===== config.mk =====
export PLATFORM = sky130hd
export DESIGN_NAME = rheed_frame_ctrl_flat
export DESIGN_NICKNAME = d
export VERILOG_FILES = /design/src/rtl/rheed_pkg.sv /design/src/rtl/rheed_frame_ctrl_if.sv /design/src/rtl/crop_cfg_regs.sv /design/src/rtl/rheed_frame_ctrl.sv /design/src/flat_wrapper.sv
export SDC_FILE = /design/constraint.sdc
export NUM_CORES = 1
export LEC_CHECK = 0
export CORE_MARGIN = 2
export CORE_UTILIZATION = 53
export CTS_BUF_LIST = sky130_fd_sc_hd__clkbuf_4 sky130_fd_sc_hd__clkbuf_8
export DETAILED_ROUTE_END_ITERATION = 10
export MAX_ROUTING_LAYER = met4
export PLACE_DENSITY_LB_ADDON = 0.25
export SLEW_MARGIN = 20
export SYNTH_ARGS = -nofsm -noshare
export SYNTH_HDL_FRONTEND = slang
export SYNTH_SLANG_ARGS = --single-unit
export TNS_END_PERCENT = 5

===== constraint.sdc =====
create_clock -name clk -period 2.3 [get_ports clk]
set_input_delay 0.46 -clock clk [delete_from_list [all_inputs] [get_ports clk]]
set_output_delay 0.46 -clock clk [all_outputs]
set_load 0.05 [all_outputs]

===== src/rtl/rheed_pkg.sv =====
// Shared types and helpers for the RHEED frame scheduler.
package rheed_pkg;

  typedef enum logic [1:0] {IDLE, ARM, RUN, DONE} frm_state_t;

  function automatic int beats_per_frame(input int num_crops, input int out_rows,
                                         input int out_cols);
    return num_crops * out_rows * out_cols;
  endfunction

endpackage


===== src/rtl/rheed_frame_ctrl_if.sv =====
// Host configuration, pipeline handshake and status bundle for rheed_frame_ctrl.
interface rheed_frame_ctrl_if #(
  parameter int IN_ROWS   = 20,
  parameter int IN_COLS   = 20,
  parameter int NUM_CROPS = 3,
  parameter int FRM_CNT_W = 16
);
  localparam int XW = $clog2(IN_COLS);
  localparam int YW = $clog2(IN_ROWS);
  localparam int CW = (NUM_CROPS > 1) ? $clog2(NUM_CROPS) : 1;

  logic                            cfg_wr_en;
  logic [CW-1:0]                   cfg_wr_idx;
  logic [XW-1:0]                   cfg_x0;
  logic [YW-1:0]                   cfg_y0;
  logic                            cfg_commit;
  logic                            frame_sof;
  logic                            seq_ap_idle;
  logic                            cn_ap_ready;
  logic                            cn_ap_done;
  logic                            out_tvalid;
  logic                            out_tready;
  logic                            ap_start;
  logic [NUM_CROPS-1:0][XW-1:0]    crop_x0;
  logic [NUM_CROPS-1:0][YW-1:0]    crop_y0;
  logic                            busy;
  logic                            frame_done;
  logic [FRM_CNT_W-1:0]            frame_cnt;
  logic [FRM_CNT_W-1:0]            drop_cnt;
  logic                            commit_pend;

  modport master (
    output cfg_wr_en, cfg_wr_idx, cfg_x0, cfg_y0, cfg_commit, frame_sof,
           seq_ap_idle, cn_ap_ready, cn_ap_done, out_tvalid, out_tready,
    input  ap_start, crop_x0, crop_y0, busy, frame_done, frame_cnt, drop_cnt,
           commit_pend
  );

  modport slave (
    input  cfg_wr_en, cfg_wr_idx, cfg_x0, cfg_y0, cfg_commit, frame_sof,
           seq_ap_idle, cn_ap_ready, cn_ap_done, out_tvalid, out_tready,
    output ap_start, crop_x0, crop_y0, busy, frame_done, frame_cnt, drop_cnt,
           commit_pend
  );

endinterface


===== src/rtl/crop_cfg_regs.sv =====
// Shadow/active crop coordinate bank: host writes land in shadow, copy_en moves
// the whole shadow set to active in one cycle.
module crop_cfg_regs #(
  parameter int NUM_CROPS = 3,
  parameter int XW        = 5,
  parameter int YW        = 5,
  parameter int CW        = 2
) (
  input  logic                         clk,
  input  logic                         reset,
  input  logic                         i_wr_en,
  input  logic [CW-1:0]                i_wr_idx,
  input  logic [XW-1:0]                i_wr_x0,
  input  logic [YW-1:0]                i_wr_y0,
  input  logic                         i_copy_en,
  output logic [NUM_CROPS-1:0][XW-1:0] o_act_x0,
  output logic [NUM_CROPS-1:0][YW-1:0] o_act_y0
);

  logic [NUM_CROPS-1:0][XW-1:0] r_sh_x0;
  logic [NUM_CROPS-1:0][YW-1:0] r_sh_y0;
  logic [NUM_CROPS-1:0][XW-1:0] r_act_x0;
  logic [NUM_CROPS-1:0][YW-1:0] r_act_y0;

  // Only indices that match an existing entry are written, so out-of-range
  // indices fall through without touching any entry.
  always_ff @(posedge clk) begin
    if (reset) begin
      r_sh_x0  <= '0;
      r_sh_y0  <= '0;
      r_act_x0 <= '0;
      r_act_y0 <= '0;
    end else begin
      for (int i = 0; i < NUM_CROPS; i++) begin
        if (i_wr_en && (i_wr_idx == CW'(i))) begin
          r_sh_x0[i] <= i_wr_x0;
          r_sh_y0[i] <= i_wr_y0;
        end
      end
      if (i_copy_en) begin
        r_act_x0 <= r_sh_x0;
        r_act_y0 <= r_sh_y0;
      end
    end
  end

  assign o_act_x0 = r_act_x0;
  assign o_act_y0 = r_act_y0;

endmodule


===== src/rtl/rheed_frame_ctrl.sv =====
// Frame-level scheduler: starts the crop pipeline once per accepted frame,
// counts output beats, reports completion and drops frames that arrive while busy.
module rheed_frame_ctrl
  import rheed_pkg::*;
#(
  parameter int IN_ROWS   = 20,
  parameter int IN_COLS   = 20,
  parameter int OUT_ROWS  = 20,
  parameter int OUT_COLS  = 20,
  parameter int NUM_CROPS = 3,
  parameter int FRM_CNT_W = 16
) (
  input  logic          clk,
  input  logic          reset,
  rheed_frame_ctrl_if.slave bus
);

  localparam int XW    = $clog2(IN_COLS);
  localparam int YW    = $clog2(IN_ROWS);
  localparam int CW    = (NUM_CROPS > 1) ? $clog2(NUM_CROPS) : 1;
  localparam int BEATS = beats_per_frame(NUM_CROPS, OUT_ROWS, OUT_COLS);
  localparam int BW    = $clog2(BEATS + 1);

  frm_state_t           r_state;
  logic                 r_ap_start;
  logic                 r_busy;
  logic                 r_frame_done;
  logic                 r_commit_pend;
  logic                 r_done_seen;
  logic [BW-1:0]        r_beat_cnt;
  logic [FRM_CNT_W-1:0] r_frame_cnt;
  logic [FRM_CNT_W-1:0] r_drop_cnt;

  logic w_beat;
  logic w_beats_full;
  logic w_copy;

  assign w_beat       = bus.out_tvalid & bus.out_tready;
  assign w_beats_full = (r_beat_cnt == BW'(BEATS));
  // The copy is decided from the current state, so an sof in the same IDLE
  // cycle still sees the new coordinates once the frame starts.
  assign w_copy       = (r_state == IDLE) && r_commit_pend;

  crop_cfg_regs #(
    .NUM_CROPS (NUM_CROPS),
    .XW        (XW),
    .YW        (YW),
    .CW        (CW)
  ) u_cfg (
    .clk       (clk),
    .reset     (reset),
    .i_wr_en   (bus.cfg_wr_en),
    .i_wr_idx  (bus.cfg_wr_idx),
    .i_wr_x0   (bus.cfg_x0),
    .i_wr_y0   (bus.cfg_y0),
    .i_copy_en (w_copy),
    .o_act_x0  (bus.crop_x0),
    .o_act_y0  (bus.crop_y0)
  );

  always_ff @(posedge clk) begin
    if (reset) begin
      r_state       <= IDLE;
      r_ap_start    <= 1'b0;
      r_busy        <= 1'b0;
      r_frame_done  <= 1'b0;
      r_commit_pend <= 1'b0;
      r_done_seen   <= 1'b0;
      r_beat_cnt    <= '0;
      r_frame_cnt   <= '0;
      r_drop_cnt    <= '0;
    end else begin
      r_ap_start   <= 1'b0;
      r_frame_done <= 1'b0;

      if (bus.frame_sof && (r_state != IDLE))
        r_drop_cnt <= r_drop_cnt + FRM_CNT_W'(1);

      // A new commit wins over the clearing copy so it is never lost.
      if (bus.cfg_commit)
        r_commit_pend <= 1'b1;
      else if (w_copy)
        r_commit_pend <= 1'b0;

      case (r_state)
        IDLE: begin
          if (bus.frame_sof) begin
            r_state <= ARM;
            r_busy  <= 1'b1;
          end
        end
        ARM: begin
          if (bus.seq_ap_idle && bus.cn_ap_ready) begin
            r_ap_start  <= 1'b1;
            r_beat_cnt  <= '0;
            r_done_seen <= 1'b0;
            r_state     <= RUN;
          end
        end
        RUN: begin
          if (w_beat && !w_beats_full)
            r_beat_cnt <= r_beat_cnt + BW'(1);
          if (bus.cn_ap_done)
            r_done_seen <= 1'b1;
          if (w_beats_full && (r_done_seen || bus.cn_ap_done))
            r_state <= DONE;
        end
        DONE: begin
          r_frame_done <= 1'b1;
          r_frame_cnt  <= r_frame_cnt + FRM_CNT_W'(1);
          r_busy       <= 1'b0;
          r_state      <= IDLE;
        end
        default: r_state <= IDLE;
      endcase
    end
  end

  assign bus.ap_start    = r_ap_start;
  assign bus.busy        = r_busy;
  assign bus.frame_done  = r_frame_done;
  assign bus.frame_cnt   = r_frame_cnt;
  assign bus.drop_cnt    = r_drop_cnt;
  assign bus.commit_pend = r_commit_pend;

endmodule


===== src/flat_wrapper.sv =====
// flat-port wrapper written by rule: the top's interface ports become plain ports
module rheed_frame_ctrl_flat import rheed_pkg::*;
#(
  parameter int IN_ROWS   = 20,
  parameter int IN_COLS   = 20,
  parameter int OUT_ROWS  = 20,
  parameter int OUT_COLS  = 20,
  parameter int NUM_CROPS = 3,
  parameter int FRM_CNT_W = 16
)
  (clk, reset, bus_cfg_wr_en, bus_cfg_wr_idx, bus_cfg_x0, bus_cfg_y0, bus_cfg_commit, bus_frame_sof, bus_seq_ap_idle, bus_cn_ap_ready, bus_cn_ap_done, bus_out_tvalid, bus_out_tready, bus_ap_start, bus_crop_x0, bus_crop_y0, bus_busy, bus_frame_done, bus_frame_cnt, bus_drop_cnt, bus_commit_pend);
  rheed_frame_ctrl_if #(.IN_ROWS(IN_ROWS), .IN_COLS(IN_COLS), .NUM_CROPS(NUM_CROPS), .FRM_CNT_W(FRM_CNT_W)) bus_i ();
  input  logic clk;
  input  logic reset;
  input wire logic [$bits(bus_i.cfg_wr_en)-1:0] bus_cfg_wr_en;
  input wire logic [$bits(bus_i.cfg_wr_idx)-1:0] bus_cfg_wr_idx;
  input wire logic [$bits(bus_i.cfg_x0)-1:0] bus_cfg_x0;
  input wire logic [$bits(bus_i.cfg_y0)-1:0] bus_cfg_y0;
  input wire logic [$bits(bus_i.cfg_commit)-1:0] bus_cfg_commit;
  input wire logic [$bits(bus_i.frame_sof)-1:0] bus_frame_sof;
  input wire logic [$bits(bus_i.seq_ap_idle)-1:0] bus_seq_ap_idle;
  input wire logic [$bits(bus_i.cn_ap_ready)-1:0] bus_cn_ap_ready;
  input wire logic [$bits(bus_i.cn_ap_done)-1:0] bus_cn_ap_done;
  input wire logic [$bits(bus_i.out_tvalid)-1:0] bus_out_tvalid;
  input wire logic [$bits(bus_i.out_tready)-1:0] bus_out_tready;
  output wire logic [$bits(bus_i.ap_start)-1:0] bus_ap_start;
  output wire logic [$bits(bus_i.crop_x0)-1:0] bus_crop_x0;
  output wire logic [$bits(bus_i.crop_y0)-1:0] bus_crop_y0;
  output wire logic [$bits(bus_i.busy)-1:0] bus_busy;
  output wire logic [$bits(bus_i.frame_done)-1:0] bus_frame_done;
  output wire logic [$bits(bus_i.frame_cnt)-1:0] bus_frame_cnt;
  output wire logic [$bits(bus_i.drop_cnt)-1:0] bus_drop_cnt;
  output wire logic [$bits(bus_i.commit_pend)-1:0] bus_commit_pend;
  assign bus_i.cfg_wr_en = bus_cfg_wr_en;
  assign bus_i.cfg_wr_idx = bus_cfg_wr_idx;
  assign bus_i.cfg_x0 = bus_cfg_x0;
  assign bus_i.cfg_y0 = bus_cfg_y0;
  assign bus_i.cfg_commit = bus_cfg_commit;
  assign bus_i.frame_sof = bus_frame_sof;
  assign bus_i.seq_ap_idle = bus_seq_ap_idle;
  assign bus_i.cn_ap_ready = bus_cn_ap_ready;
  assign bus_i.cn_ap_done = bus_cn_ap_done;
  assign bus_i.out_tvalid = bus_out_tvalid;
  assign bus_i.out_tready = bus_out_tready;
  assign bus_ap_start = bus_i.ap_start;
  assign bus_crop_x0 = bus_i.crop_x0;
  assign bus_crop_y0 = bus_i.crop_y0;
  assign bus_busy = bus_i.busy;
  assign bus_frame_done = bus_i.frame_done;
  assign bus_frame_cnt = bus_i.frame_cnt;
  assign bus_drop_cnt = bus_i.drop_cnt;
  assign bus_commit_pend = bus_i.commit_pend;
  rheed_frame_ctrl #(.IN_ROWS(IN_ROWS), .IN_COLS(IN_COLS), .OUT_ROWS(OUT_ROWS), .OUT_COLS(OUT_COLS), .NUM_CROPS(NUM_CROPS), .FRM_CNT_W(FRM_CNT_W)) u_core (.clk(clk), .reset(reset), .bus(bus_i));
endmodule

==> results of run 1 <==
state kept, by name, indices dropped and copies added (netlist names):
register and cells:
u_core.r_state 2, u_core.bus.frame_done 1, u_core.bus.commit_pend 1, u_core.u_cfg.r_sh_y0 15, u_core.u_cfg.r_sh_x0 15, u_core.bus.frame_cnt 16
u_core.bus.drop_cnt 16, u_core.r_beat_cnt 11, u_core.bus.ap_start 1, u_core.u_cfg.o_act_x0 15, u_core.bus.busy 1, u_core.u_cfg.o_act_y0 15
u_core.r_done_seen 1
path summary, 6_finish.rpt:
kind	cells past startpoint	end	slack, ns
worst max register to register	6	u_core.r_beat_cnt[3]	0.26
worst max-delay path	1	bus_frame_cnt[3]	0.17
worst min register to register	2	u_core.u_cfg.o_act_y0[3]	0.46
worst min-delay path	2	u_core.bus.drop_cnt[6]	0.46
cell usage after synthesis, types with 2 or more instances:
master    count
o31ai_1       9
mux2i_1      34
nor2b_1       4
nand2_1      79
nor3_1        5
and2_1        3
or3_1         5
nand3_1      16
nand4_1      12
a31o_2        3
a21oi_1      47
nand2b_1      2
buf_1         3
or4_1         7
o21ai_0       8
and4_1        3
o31a_1        2
clkbuf_1     18
xnor2_1       9
inv_1        15
o41ai_1       2
a31oi_1       5
dfxtp_1     110
ha_1          9
o311ai_0      3
buf_2         4
nor2_1       60
nor4_1        7
or2_2         2
xor2_1       11
nand3b_1      2
per-layer routing:
metal	track usage	routed length, um
met1	0.280	4660
met2	0.389	4790
met3	0.0279	319
met4	0.0704	112
met5	-	0
placed cells by master (no fill, tap or decap), types with 2 or more instances in the layout:
cell             instances
or4_1                    7
nor2_1                  60
clkbuf_8                 9
nor4_1                   7
xor2_1                  11
clkdlybuf4s50_1         86
nand3b_1                 2
inv_1                   15
xnor2_1                  9
nor3_1                   5
or2_2                    2
buf_4                   12
a31o_2                   3
o21ai_0                  8
o31a_1                   2
and2_1                   3
o311ai_0                 3
nor2b_1                  4
o31ai_1                  9
nand4_1                 12
nand2b_1                 2
dfxtp_1                110
a21oi_1                 47
clkinv_4                 2
nand3_1                 16
a31oi_1                  5
mux2i_1                 34
or3_1                    5
and4_1                   3
o41ai_1                  2
nand2_1                 79
ha_1                     9
where the power goes:
part / switching (W) / internal (W)
combinational: 0.000631 / 0.000323
clock: 0.000659 / 0.000517
sequential: 0.0000548 / 0.00198
total: 0.00134 / 0.00282
kinds of logic after synthesis:
logic type               Yosys count
AO/OA/AOI/OAI                     86
XOR/XNOR                          20
flip-flops                       110
adder cells (fa/ha/maj)            9
multiplexers                      35
AND/OR/NAND/NOR                  213
buffers and inverters             41
area by class of cell:
class                      instances  area share
sequential                       110       0.385
inverter                          15     0.00983
clock buffer                       9      0.0216
timing repair buffer              99       0.167
clock inverter                     7      0.0140
multi-input combinational        363       0.380
tap                              105      0.0229
stage by stage:
| step | setup slack [ns] | util | cells | instance area (um^2) |
|---|---|---|---|---|
| detailed placement | 0.0733 | 0.669 | 692 | 5520 |
| global route | 0.101 | 0.693 | 708 | 5730 |
| CTS | 0.144 | 0.693 | 708 | 5730 |
| finish | 0.169 | 0.693 | 708 | 5730 |
| floorplan | 0.358 | - | 514 | 4540 |
| global placement | 0.112 | 0.669 | 692 | 5520 |
==> impl_metrics.csv, run 1 <==
group,metric,value,unit
critical_path,cp_slowest_cell,"clkdlybuf4s50_1",
clock_tree,cts_setup_buffers,0,
synthesis,syn_nets,545,
clock_tree,cts.clk_slew.worst_paths,0.10,ns
clock_tree,clk_latency,0.36,ns
sta,skew,0.0116,ns
synthesis,synthMuxAreaShare,0.0774,
place,place_congestion,0.840,
clock_tree,holdBufCountCts,0,
critical_path,crit_path_max_incr_delay,0.85,ns
sta,setup_viol,0,
sta,worst_pin_slew,0.518,ns
critical_path,cp_cell_sequence,"clkdlybuf4s50_1",
floorplanning,row_count,33,
power,vdd.ir_drop.worst,0.490,mV
finish,seq_area,2200,um^2
global_route,globalRoute.totalOverflow,0,
sta,period_minus_slack,2.13,ns
finish,multi_input_area,2180,um^2
route,wirelength,9.88,mm
synthesis,ys_seq_area_frac,0.485,
power,power.total,0.00416,W
synthesis,synth_edf_count,0,
floorplanning,core_area,8260,um^2
clock_tree,numCtsBuffers,9,
floorplanning,die_w,96.6,um
route,drc,0,
synthesis,syn-mean-instance-area,8.83,um^2
finish,fillerInstances,698,
critical_path,reg2reg_from,"u_core.r_state[1]",
route,drt_iter0_drc,136,
finish,drive_gt1_frac,0.0663,
status,outcome,"finished, final reports clean",
critical_path,end_kind,"output pin",
place,portBuffers,87,
hold_path,min-delay-start,"reset",
synthesis,synthAdderAreaFrac,0.0248,
synthesis,yosys.area.top_type,"dfxtp_1",
synthesis,synth_top_family_by_area,"simple AND/OR/NAND/NOR gates",
route,vias_per_cell,5.40,
critical_path,cp-start-kind,"flip-flop",
floorplanning,die-area,9320,um^2
sta,fmax,0.469,GHz
synthesis,synthSimpleGateAreaFrac,0.220,
clock_tree,cts_sinks,110,
critical_path,crit_start,"u_core.bus.frame_cnt[3]",
sta,final-max-slew-violation-count,0,
sta,grt_setup_unrepaired,"false",
synthesis,synth_seq_cells,110,
synthesis,synth_compound_area_frac,0.117,
clock_tree,htree_levels,3,
power,p_leak,2.07,nW
flow_run,maxCapViolCount,0,
clock_tree,cts_resized,0,
floorplanning,start_util,0.550,
synthesis,netlist_area,4540,um^2
clock_tree,clockBufferDepth,2,
synthesis,synth_top_area_frac,0.485,
floorplanning,die_h,96.6,um
synthesis,ys_types,46,
critical_path,worstPathMaxFanout,6,
sta,post-route-period-util,0.927,
synthesis,ys.flop_type,"dfxtp_1",
global_route,track_usage,0.227,
hold_path,worst_hold_path_type,"in -> reg",
critical_path,worst-path-buf-inv,1,
global_route,antenna_found_initial,0,
global_route,first_global_vias,3563,
floorplanning,io_pins,88,
clock_tree,ctsRootBufferMaster,"clkbuf_8",
synthesis,ys_async_sr_fraction,0,
power,power_density,727,nW/um^2
finish,area.growth.synth_to_final,26.1,%
synthesis,netlist_instances,514,
synthesis,synth_area_leaders,"dfxtp_1, mux2i_1, nand2_1",
sta,hold_viol_final,0,
critical_path,critPathRequiredTime,1.84,ns
critical_path,crit_arrival,1.67,ns
route,post_drt_wl_per_cell,14.0,um
finish,n_antenna_cell,0,
route,vias,3825,
sta,hold_ws,0.455,ns
clock_tree,cts_tree,"built",
sta,fin_setup_tns,0,ns
synthesis,yosys.area_share.xor_xnor,0.0386,
route,drtPass1Iterations,4,
critical_path,crit_family,"buffers and inverters",
critical_path,crit_type,"reg -> out",
route,ant_nets,0,
sta,max-slew-margin-rel,0.654,
synthesis,ys_warn_count,0,
global_route,grt_pass1_wl,16.3,mm
finish,nets,629,
global_route,grt_start_max_net_pins,48,
place,dp_hpwl,6.89,mm
No activity file was read; power rests on OpenSTA's default activity.
==> inputs of run 2 (changes only) <==
Settings changed: CORE_MARGIN 2 to unset.
==> impl_metrics.csv, run 2 (synthesized netlist as in run 1, its figures left out) <==
group,metric,value,unit
finish,seq_area,2200,um^2
sta,fmax,0.468,GHz
route,drtPass1Iterations,4,
critical_path,crit_path_max_incr_delay,0.85,ns
route,ant_nets,0,
critical_path,cp-start-kind,"flip-flop",
status,outcome,"finished, final reports clean",
sta,worst_pin_slew,0.552,ns
finish,fillerInstances,685,
critical_path,crit_arrival,1.68,ns
finish,drive_gt1_frac,0.0648,
route,vias,3917,
floorplanning,die_h,94.6,um
floorplanning,start_util,0.550,
finish,area.growth.synth_to_final,25.8,%
sta,post-route-period-util,0.930,
flow_run,maxCapViolCount,0,
global_route,track_usage,0.247,
place,dp_hpwl,7.08,mm
finish,n_antenna_cell,0,
sta,skew,0.0106,ns
clock_tree,holdBufCountCts,0,
route,wirelength,10.3,mm
floorplanning,die-area,8940,um^2
clock_tree,cts_sinks,110,
power,p_leak,2.06,nW
clock_tree,htree_levels,3,
power,vdd.ir_drop.worst,0.461,mV
clock_tree,clockBufferDepth,2,
clock_tree,cts.clk_slew.worst_paths,0.11,ns
route,post_drt_wl_per_cell,14.5,um
clock_tree,numCtsBuffers,9,
critical_path,crit_family,"buffers and inverters",
place,portBuffers,87,
global_route,busiest_layer,"met2",
sta,hold_viol_final,0,
critical_path,worstPathMaxFanout,6,
clock_tree,clk_latency,0.37,ns
critical_path,crit_type,"reg -> out",
finish,mostFrequentLayoutCell,"dfxtp_1",
finish,multi_input_area,2180,um^2
route,vias_per_cell,5.54,
global_route,first_global_vias,3585,
critical_path,end_kind,"output pin",
sta,fin_setup_tns,0,ns
floorplanning,row_count,33,
sta,max-slew-margin-rel,0.632,
global_route,grt_util_met3,0.0322,
critical_path,cp_cell_sequence,"clkdlybuf4s50_1",
power,power_density,714,nW/um^2
sta,grt_setup_unrepaired,"false",
floorplanning,io_pins,88,
route,drc,0,
sta,period_minus_slack,2.14,ns
floorplanning,core_area,8260,um^2
global_route,grt_start_max_net_pins,75,
global_route,grt_pass1_wl,16.8,mm
hold_path,worst_hold_path_type,"reg -> reg",
clock_tree,cts_resized,0,
clock_tree,cts_tree,"built",
sta,final-max-slew-violation-count,0,
global_route,antenna_found_initial,0,
place,place_congestion,0.816,
critical_path,critPathRequiredTime,1.84,ns
global_route,globalRoute.totalOverflow,0,
finish,nets,628,
finish,final_area,5710,um^2
place,place_area,5530,um^2
finish,final_cell_mix,"dfxtp_1, clkdlybuf4s50_1, nand2_1",
sta,setup_viol,0,
route,drt_iter0_drc,157,
critical_path,worst-path-buf-inv,1,
critical_path,cp_slowest_cell,"clkdlybuf4s50_1",
clock_tree,ctsRootBufferMaster,"clkbuf_8",
global_route,use_met2,0.401,
global_route,met1_usage,0.316,
clock_tree,cts_setup_buffers,0,
floorplanning,die_w,94.6,um
## run 2: changes by cell type in the layout (fill, tap and decap cells not counted)
| cell | change |
|---|---|
| buf_12 | +1 |
| bufinv_16 | -1 |
| buf_4 | -2 |
| clkinv_8 | +1 |
| clkinv_2 | +1 |
| inv_8 | -1 |
## run 2: worst paths after layout
path	endpoint	depth (start not counted)	from	slack, ns
worst max register to register	u_core.r_beat_cnt[3]	6	u_core.r_state[1]	0.26
worst min register to register	u_core.u_cfg.o_act_y0[9]	2	u_core.u_cfg.r_sh_y0[9]	0.45
worst min-delay path	u_core.u_cfg.o_act_y0[9]	2	u_core.u_cfg.r_sh_y0[9]	0.45
worst max-delay path	bus_frame_cnt[3]	1	u_core.bus.frame_cnt[3]	0.16
## run 2: final cells by class
| type | count | area share |
|---|---|---|
| flip-flops and latches | 110 | 0.386 |
| multi-input cells | 363 | 0.381 |
| repair buffers | 98 | 0.168 |
| well taps | 105 | 0.0230 |
| clock buffers | 9 | 0.0217 |
| clock inverters | 7 | 0.0105 |
| inverters | 15 | 0.00986 |
## run 2: metrics by stage
step / utilization / std cells / total power [W] / hold slack (ns) / worst slack [ns]
3_5_place_dp: 0.669 / 691 / 0.00304 / 0.445 / 0.0643
6_report: 0.692 / 707 / 0.00408 / 0.450 / 0.162
3_3_place_gp: 0.669 / 691 / 0.00301 / 0.436 / 0.109
2_1_floorplan: - / 514 / 0.00273 / 0.429 / 0.358
5_1_grt: 0.692 / 707 / 0.00427 / 0.479 / 0.0973
4_1_cts: 0.692 / 707 / 0.00409 / 0.456 / 0.144
## run 2: layer usage
metal	vias to the layer above	wire length [um]
met5	-	0
met4	0	107
met3	13	503
met2	99	5000
met1	1851	4650
li1	1954	-
## run 2: power breakdown
part	internal (W)	switching, W	total [W]
clock network	0.000407	0.000664	0.00107
registers	0.00198	0.0000573	0.00204
logic	0.000330	0.000642	0.000972
total	0.00272	0.00136	0.00408
==> inputs of run 3 (changes only) <==
Settings changed: RECOVER_POWER set to 50, SLEW_MARGIN 20 to unset.
==> impl_metrics.csv, run 3 (synthesized netlist as in run 1, its figures left out) <==
group,metric,value,unit
status,outcome,"finished, final reports clean",
route,drc,0,
global_route,globalRoute.totalOverflow,0,
finish,fillerInstances,695,
clock_tree,cts.clk_slew.worst_paths,0.10,ns
sta,hold_viol_final,0,
clock_tree,cts_setup_buffers,0,
route,vias,3922,
sta,max-slew-margin-rel,0.420,
finish,multi_input_area,2170,um^2
critical_path,cp-start-kind,"flip-flop",
critical_path,crit_type,"reg -> out",
finish,seq_area,2200,um^2
global_route,first_global_vias,3585,
power,p_sw,0.00136,W
power,vdd.ir_drop.worst,0.452,mV
critical_path,end_kind,"output pin",
clock_tree,htree_levels,3,
critical_path,rr_worst_depth,6,
critical_path,cp_cell_sequence,"clkdlybuf4s50_1",
global_route,track_usage,0.247,
hold_path,hold_end,"u_core.u_cfg.o_act_y0[9]",
finish,drive_gt1_frac,0.0515,
clock_tree,numCtsBuffers,9,
power,power_density,715,nW/um^2
power,clockPowerShare,0.264,
hold_path,worst_hold_path_type,"reg -> reg",
finish,area.growth.synth_to_final,25.1,%
critical_path,worst-path-buf-inv,1,
floorplanning,die-area,8940,um^2
place,dp_hpwl,7.08,mm
finish,nets,628,
critical_path,reg2reg_slack,0.25,ns
sta,grt_setup_unrepaired,"false",
place,portBuffers,87,
finish,utilization,0.688,
critical_path,crit_path_max_incr_delay,0.85,ns
clock_tree,clockBufferDepth,2,
clock_tree,cts_sinks,110,
power,netSwitchingFraction,0.336,
power,p_int,0.00270,W
place,place_congestion,0.816,
clock_tree,cts_resized,0,
floorplanning,io_pins,88,
clock_tree,cts_tree,"built",
finish,mostFrequentLayoutCell,"dfxtp_1",
route,post_drt_wl_per_cell,14.5,um
critical_path,critPathRequiredTime,1.84,ns
place,dp.cells,691,
critical_path,worstPathMaxFanout,6,
clock_tree,holdBufCountCts,0,
floorplanning,core_area,8260,um^2
floorplanning,start_util,0.550,
finish,fin_cells,707,
sta,setup_viol,0,
critical_path,crit_arrival,1.68,ns
critical_path,r2r_end,"u_core.r_beat_cnt[3]",
floorplanning,die_w,94.6,um
clock_tree,clk_latency,0.37,ns
finish,n_antenna_cell,0,
power,power.total,0.00406,W
sta,fin_setup_tns,0,ns
hold_path,hold_depth,2,
sta,post-route-period-util,0.929,
sta,period_minus_slack,2.14,ns
flow_run,maxCapViolCount,0,
critical_path,crit_family,"buffers and inverters",
sta,skew,0.0105,ns
power,p_leak,2.04,nW
floorplanning,row_count,33,
sta,fmax,0.468,GHz
critical_path,reg2reg_from,"u_core.r_state[1]",
hold_path,min-delay-start,"u_core.u_cfg.r_sh_y0[9]",
global_route,grt_start_max_net_pins,75,
route,drtPass1Iterations,4,
critical_path,cp_slowest_cell,"clkdlybuf4s50_1",
route,vias_per_cell,5.55,
global_route,grt_pass1_wl,16.8,mm
clock_tree,ctsRootBufferMaster,"clkbuf_8",
sta,setup_slack,0.164,ns
route,drt_iter0_drc,140,
power,p_seq_frac,0.502,
place,place_ws,0.0643,ns
global_route,antenna_found_initial,0,
power,comb_power_share,0.234,
finish,final_cell_mix,"dfxtp_1, clkdlybuf4s50_1, nand2_1",
sta,worst_pin_slew,0.870,ns
floorplanning,die_h,94.6,um
route,wirelength,10.2,mm
route,ant_nets,0,
sta,final-max-slew-violation-count,0,
-- run 3: metal layers --
metal | GRT usage | routed length [um] | up-vias | part of all wire
met3 | 0.0322 | 534 | 11 | 0.052
met2 | 0.401 | 4930 | 107 | 0.48
met1 | 0.316 | 4650 | 1846 | 0.45
met5 | - | 0 | - | 0
li1 | - | - | 1958 | -
met4 | 0.0871 | 110 | 0 | 0.011
-- run 3: worst max path at each step --
stage | endpoint | from | slack, ns | cells past startpoint
4_1_cts | bus_frame_cnt[3] | u_core.bus.frame_cnt[3] | 0.14 | 1
3_3_place_gp | u_core.r_beat_cnt[3] | bus_seq_ap_idle | 0.11 | 5
2_1_floorplan | u_core.bus.drop_cnt[14] | u_core.bus.drop_cnt[0] | 0.36 | 5
5_1_grt | bus_frame_cnt[3] | u_core.bus.frame_cnt[3] | 0.1 | 1
6_report | bus_frame_cnt[3] | u_core.bus.frame_cnt[3] | 0.16 | 1
3_5_place_dp | u_core.r_beat_cnt[3] | bus_seq_ap_idle | 0.06 | 5
-- run 3: worst register-to-register path, cell delays in order, from the launching register on --
cell and delay [ns]:
dfxtp_1 0.39, inv_1 0.10, ha_1 0.23, a21boi_1 0.19, a211o_1 0.43, or4_1 0.51, a21oi_1 0.15
-- run 3: stage by stage --
step	hold slack (ns)	cell area, um^2
global placement	0.436	5530
global route	0.479	5680
CTS	0.456	5710
floorplan	0.429	4540
finish	0.452	5680
detailed placement	0.445	5530
-- run 3: layout make-up --
class                           count  share of cell area
Sequential cell                   110               0.388
Multi-Input combinational cell    363               0.382
Timing Repair Buffer               98               0.165
Tap cell                          105              0.0231
Clock buffer                        9              0.0218
Clock inverter                      7              0.0106
Inverter                           15             0.00991
-- run 3: power groups by stage --
| stage | Combinational, W | Sequential (W) | Clock (W) |
|---|---|---|---|
| 6_report | 0.000950 | 0.00204 | 0.00107 |
| 5_1_grt | 0.00103 | 0.00205 | 0.00117 |
| 4_1_cts | 0.000963 | 0.00204 | 0.00109 |
| 3_5_place_dp | 0.000956 | 0.00208 | 0 |
| 3_3_place_gp | 0.000933 | 0.00208 | 0 |
| 2_1_floorplan | 0.000543 | 0.00219 | 0 |
